[src/rtl/req_queue_bank_if.sv]
// Bus bundle between the per-channel request queues and their producer/arbiter side.
// Carries push handshake, per-channel req/head-word presentation, grants and status.
// slave = queue bank, master = producer plus arbiter (or a testbench standing in for both).
interface req_queue_bank_if #(
  parameter int WIDTH = 8,
  parameter int DEPTH = 4
);
  localparam int LW = $clog2(DEPTH) + 1;

  logic [3:0]         in_valid;
  logic [4*WIDTH-1:0] in_data;
  logic [3:0]         in_ready;
  logic [3:0]         req;
  logic [4*WIDTH-1:0] data_out;
  logic [3:0]         grant;
  logic [4*LW-1:0]    level;
  logic [3:0]         drop;

  modport slave (
    input  in_valid, in_data, grant,
    output in_ready, req, data_out, level, drop
  );

  modport master (
    output in_valid, in_data, grant,
    input  in_ready, req, data_out, level, drop
  );
endinterface

[src/rtl/req_queue_bank.sv]
// Four independent request FIFOs feeding the 4-channel arbiter; req = non-empty, head word shown on data_out.
// Latency: push visible on req/data_out the cycle after the push edge; pop on grant edge.
// Backpressure: in_ready drops when a FIFO is full (no same-cycle pass-through); pushes while full are dropped and flagged.
// Optional grant checker enabled by macro REQ_QUEUE_GRANT_CHECK_EN (adds sticky grant_err output).
module req_queue_bank #(
  parameter int WIDTH = 8,
  parameter int DEPTH = 4
) (
  input  logic clk,
  input  logic rst,
  req_queue_bank_if.slave bus
`ifdef REQ_QUEUE_GRANT_CHECK_EN
  ,
  output logic grant_err
`endif
);

  localparam int PW = $clog2(DEPTH);
  localparam int LW = PW + 1;
  localparam logic [LW-1:0] FULL_LVL = LW'(DEPTH);

  // Flattened per-channel status collected from the channel slices below.
  logic [3:0]         ready_vec;
  logic [3:0]         req_vec;
  logic [3:0]         drop_vec;
  logic [4*WIDTH-1:0] head_vec;
  logic [4*LW-1:0]    level_vec;

  for (genvar c = 0; c < 4; c++) begin : g_ch
    logic [WIDTH-1:0] mem [DEPTH];
    logic [PW-1:0]    head;
    logic [PW-1:0]    tail;
    logic [LW-1:0]    cnt;
    logic             drop_q;
    logic             full;
    logic             empty;
    logic             push;
    logic             pop;

    // Occupancy is the single source of truth for full/empty; pointers just wrap.
    assign full  = (cnt == FULL_LVL);
    assign empty = (cnt == '0);
    assign push  = bus.in_valid[c] & ~full;
    assign pop   = bus.grant[c] & ~empty;

    assign ready_vec[c]                 = ~full;
    assign req_vec[c]                   = ~empty;
    assign drop_vec[c]                  = drop_q;
    assign head_vec[c*WIDTH +: WIDTH]   = empty ? '0 : mem[head];
    assign level_vec[c*LW +: LW]        = cnt;

    // Storage write at the tail; reset wins over a coincident push.
    always_ff @(posedge clk) begin
      if (!rst && push) begin
        mem[tail] <= bus.in_data[c*WIDTH +: WIDTH];
      end
    end

    // Pointer and occupancy update; simultaneous push and pop leave the level unchanged.
    always_ff @(posedge clk) begin
      if (rst) begin
        head <= '0;
        tail <= '0;
        cnt  <= '0;
      end else begin
        if (push) tail <= tail + 1'b1;
        if (pop)  head <= head + 1'b1;
        case ({push, pop})
          2'b10:   cnt <= cnt + 1'b1;
          2'b01:   cnt <= cnt - 1'b1;
          default: cnt <= cnt;
        endcase
      end
    end

    // Sticky overflow flag: any offer while full is lost and remembered until reset.
    always_ff @(posedge clk) begin
      if (rst) begin
        drop_q <= 1'b0;
      end else if (bus.in_valid[c] && full) begin
        drop_q <= 1'b1;
      end
    end
  end

  assign bus.in_ready = ready_vec;
  assign bus.req      = req_vec;
  assign bus.drop     = drop_vec;
  assign bus.data_out = head_vec;
  assign bus.level    = level_vec;

`ifdef REQ_QUEUE_GRANT_CHECK_EN
  logic grant_multi;
  logic grant_idle;
  logic grant_bad;

  // A legal grant is zero or one-hot and only targets a requesting channel.
  assign grant_multi = |(bus.grant & (bus.grant - 4'd1));
  assign grant_idle  = |(bus.grant & ~req_vec);
  assign grant_bad   = grant_multi | grant_idle;

  // Sticky protocol error flag for the arbiter contract.
  always_ff @(posedge clk) begin
    if (rst) begin
      grant_err <= 1'b0;
    end else if (grant_bad) begin
      grant_err <= 1'b1;
    end
  end

`ifndef SYNTHESIS
  // Simulation-only report of the same arbiter protocol violation.
  always_ff @(posedge clk) begin
    if (!rst && grant_bad) begin
      $error("req_queue_bank: illegal grant %b with req %b", bus.grant, req_vec);
    end
  end
`endif
`endif

endmodule

[src/flat_wrapper.sv]
// flat-port wrapper written by rule: the top's interface ports become plain ports
module req_queue_bank_flat 
#(
  parameter int WIDTH = 8,
  parameter int DEPTH = 4
)
  (clk, rst, bus_in_valid, bus_in_data, bus_grant, bus_in_ready, bus_req, bus_data_out, bus_level, bus_drop);
  req_queue_bank_if #(.WIDTH(WIDTH), .DEPTH(DEPTH)) bus_i ();
  input  logic clk;
  input  logic rst;
  input wire logic [$bits(bus_i.in_valid)-1:0] bus_in_valid;
  input wire logic [$bits(bus_i.in_data)-1:0] bus_in_data;
  input wire logic [$bits(bus_i.grant)-1:0] bus_grant;
  output wire logic [$bits(bus_i.in_ready)-1:0] bus_in_ready;
  output wire logic [$bits(bus_i.req)-1:0] bus_req;
  output wire logic [$bits(bus_i.data_out)-1:0] bus_data_out;
  output wire logic [$bits(bus_i.level)-1:0] bus_level;
  output wire logic [$bits(bus_i.drop)-1:0] bus_drop;
  assign bus_i.in_valid = bus_in_valid;
  assign bus_i.in_data = bus_in_data;
  assign bus_i.grant = bus_grant;
  assign bus_in_ready = bus_i.in_ready;
  assign bus_req = bus_i.req;
  assign bus_data_out = bus_i.data_out;
  assign bus_level = bus_i.level;
  assign bus_drop = bus_i.drop;
  req_queue_bank #(.WIDTH(WIDTH), .DEPTH(DEPTH)) u_core (.clk(clk), .rst(rst), .bus(bus_i));
endmodule
[config.mk]
export PLATFORM = sky130hd
export DESIGN_NAME = req_queue_bank_flat
export DESIGN_NICKNAME = d
export VERILOG_FILES = /design/src/rtl/req_queue_bank_if.sv /design/src/rtl/req_queue_bank.sv /design/src/flat_wrapper.sv
export SDC_FILE = /design/constraint.sdc
export NUM_CORES = 1
export LEC_CHECK = 0
export CAP_MARGIN = 20
export CORE_AREA = 2 2 135 137
export DETAILED_ROUTE_END_ITERATION = 16
export DIE_AREA = 0 0 137 139
export SYNTH_ARGS = -nofsm -noshare
export SYNTH_HDL_FRONTEND = slang
export SYNTH_SLANG_ARGS = --single-unit
[constraint.sdc]
create_clock -name clk -period 4.52 [get_ports clk]
set_input_delay 0.904 -clock clk [delete_from_list [all_inputs] [get_ports clk]]
set_output_delay 0.904 -clock clk [all_outputs]
set_load 0.01 [all_outputs]
==> results.json <==
{
  "via_count": 3850,
  "synth.area.mux_share": 0.104,
  "synth_top_family_by_area": "multiplexers",
  "dr.pass1.iters": 4,
  "clockBufferDepth": 2,
  "timing.critical_path.arrival_ns": 2.32,
  "die_h_um": 139,
  "post-route-period-util": 0.713,
  "peakVddDrop_v": 0.000261,
  "p_per_area_nw_per_um2": 570,
  "cts_made_buffers": 17,
  "syn2layout_area_growth_pct": 26.5,
  "n_antenna_cell": 0,
  "pre_cts_slack_ns": 1.47,
  "met1_usage": 0.169,
  "viasPerCell": 4.87,
  "use_met2": 0.244,
  "end_kind": "output pin",
  "clock.fmax_ghz": 0.310,
  "ctsHoldBuffers": 0,
  "nNetsFinal": 615,
  "hp-class": "flop to flop",
  "finalMaxSlewViolations": 0,
  "grt_overflow": 0,
  "p_leak_uw": 0.00297,
  "clockRootBuffer": "clkbuf_16",
  "n_fill_cell": 1517,
  "core_area_um2": 17700,
  "ios": 98,
  "antenna_found_initial": 0,
  "yosysSeqAreaShare": 0.673,
  "synth_compound_area_frac": 0.0406,
  "synth_nets": 504,
  "cts_resized": 0,
  "postSynthCellCount": 438,
  "critPathLaunchType": "flop",
  "rsz0062_at_grt": "no",
  "io_buffers": 97,
  "tns_ns": 0,
  "drt-initial-drc-count": 152,
  "power_uw": 4980,
  "worst_slack_ns": 1.30,
  "grt_max_degree": 49,
  "layout.cells.non_filler": 791,
  "yosys_warnings": 0,
  "postRouteAntennaNets": 0,
  "globalRouteMet3Util": 0.0365,
  "period_needed_ns": 3.22,
  "totalWireLength_um": 12400,
  "clock_latency_ns": 0.42,
  "dp_hpwl_um": 8430,
  "setup_viol": 0,
  "grtUsageTotal": 0.142,
  "max_slew.worst_pin.slew_ns": 0.752,
  "cap_violations": 0,
  "worst-setup-path-type": "flop to output pin",
  "die_area_um2": 19000,
  "syn-mean-instance-area_um2": 15.8,
  "grt_pass1_wl_um": 20300,
  "synth-xor-area-share": 0.0152,
  "status": "finished clean",
  "synth_area_um2": 6900,
  "h-tree-depth": 4,
  "slew_headroom": 0.497,
  "hold_violations": 0,
  "start_util": 0.391,
  "synthSimpleGateAreaFrac": 0.0850,
  "dp_cells": 759,
  "drive_above_1_share": 0.158,
  "clkTransAtPathRegs_ns": 0.07,
  "die_x_um": 137,
  "ys_ff_latch": 168,
  "cts_sinks": 168,
  "wl_per_cell_um": 15.7,
  "finalClockSkew_ns": 0.00802,
  "grt_busiest_layer": "met2",
  "synth_adder_area_share": 0.0479,
  "cts_tree": "built",
  "rows": 49,
  "crit_required_ns": 3.62,
  "globalplace.congestion": 0.733,
  "crit_path_max_fanout": 8,
  "drc": 0,
  "synth.distinct_cells": 26,
  "cts_setup_buffers": 0,
  "first_global_vias": 4028
}
[stage by stage]
step	hold WS [ns]	cell area (µm²)	utilization
floorplan	0.442	6900	-
finish	0.486	8730	0.494
global placement	0.467	8180	0.463
detailed placement	0.469	8180	0.463
CTS	0.489	8730	0.494
global route	0.525	8730	0.494
[cell usage after synthesis, drive strengths merged]
cell | instances | area share
edfxtp | 128 | 0.56
dfxtp | 40 | 0.12
mux4 | 32 | 0.10
nor2b | 32 | 0.029
inv | 28 | 0.015
nor2 | 24 | 0.013
a21oi | 20 | 0.017
ha | 20 | 0.036
nor3b | 16 | 0.017
clkbuf | 14 | 0.0076
buf | 12 | 0.011
xor2 | 12 | 0.015
a21o | 8 | 0.0087
nand2 | 8 | 0.0044
nand3 | 8 | 0.0058
o21ai | 8 | 0.0058
or3 | 8 | 0.0074
a41oi | 4 | 0.0051
fa | 4 | 0.012
nor3 | 4 | 0.0029
o31ai | 4 | 0.0044
or3b | 4 | 0.0051
[worst max-delay path, cell delays in order, from the launching register on]
cell             delay [ns]
dfxtp_1                0.68
mux4_2                 0.59
nor2b_1                0.15
clkdlybuf4s50_1        0.48
[logic make-up after synthesis]
family          Yosys count
flops                   168
buf+inv                  54
fa+ha+maj                24
mux                      32
simple gates            104
xor+xnor                 12
compound gates           44
[metal layers]
layer	part of all wire	up-vias
li1	-	1847
met1	0.42	1920
met2	0.53	69
met3	0.037	14
met4	0.016	0
met5	0	-
[final timing paths]
path / cells past startpoint / slack [ns] / end / start
worst max-delay path: 3 / 1.30 / bus_data_out[14] / flop
worst min register to register: 2 / 0.49 / u_core.g_ch[3].drop_q / u_core.g_ch[3].drop_q
worst min-delay path: 2 / 0.49 / u_core.g_ch[3].drop_q / u_core.g_ch[3].drop_q
worst max register to register: 8 / 1.94 / u_core.g_ch[1].cnt[2] / u_core.g_ch[1].cnt[2]
[placed cells by master (no fill, tap or decap), drive strengths merged]
cell / n
xor2: 12
fa: 4
clkinvlp: 1
nor3b: 16
edfxtp: 128
clkinv: 6
inv: 34
or3: 8
nand2: 8
clkbuf: 19
mux4: 32
nor2b: 32
ha: 20
a41oi: 4
clkdlybuf4s50: 96
o31ai: 4
or3b: 4
dfxtp: 40
nor2: 24
o21ai: 8
buf: 22
a21oi: 20
a21o: 8
nor3: 4
nand3: 8
[state kept, by name, indices dropped and copies added (netlist names), named ones only]
signal and flops:
u_core.g_ch.head 8, u_core.g_ch.mem 128, u_core.g_ch.tail 8, u_core.g_ch.cnt 12, u_core.g_ch.drop_q 4
[layout make-up]
cell class | count | area (µm²) | area share
Tap cell | 229 | 287 | 0.0328
Sequential cell | 168 | 4640 | 0.532
Inverter | 28 | 105 | 0.0120
Multi-Input combinational cell | 216 | 2020 | 0.232
Timing Repair Buffer | 118 | 1120 | 0.128
Clock inverter | 13 | 114 | 0.0130
Clock buffer | 19 | 433 | 0.0496
[report_power, final]
group | total [µW] | internal [µW] | switching, µW | leakage [µW]
logic | 1620 | 921 | 701 | 0.00121
registers | 2020 | 1820 | 202 | 0.00149
clock network | 1330 | 720 | 612 | 0.000267
No activity file was read; power rests on OpenSTA's default activity.
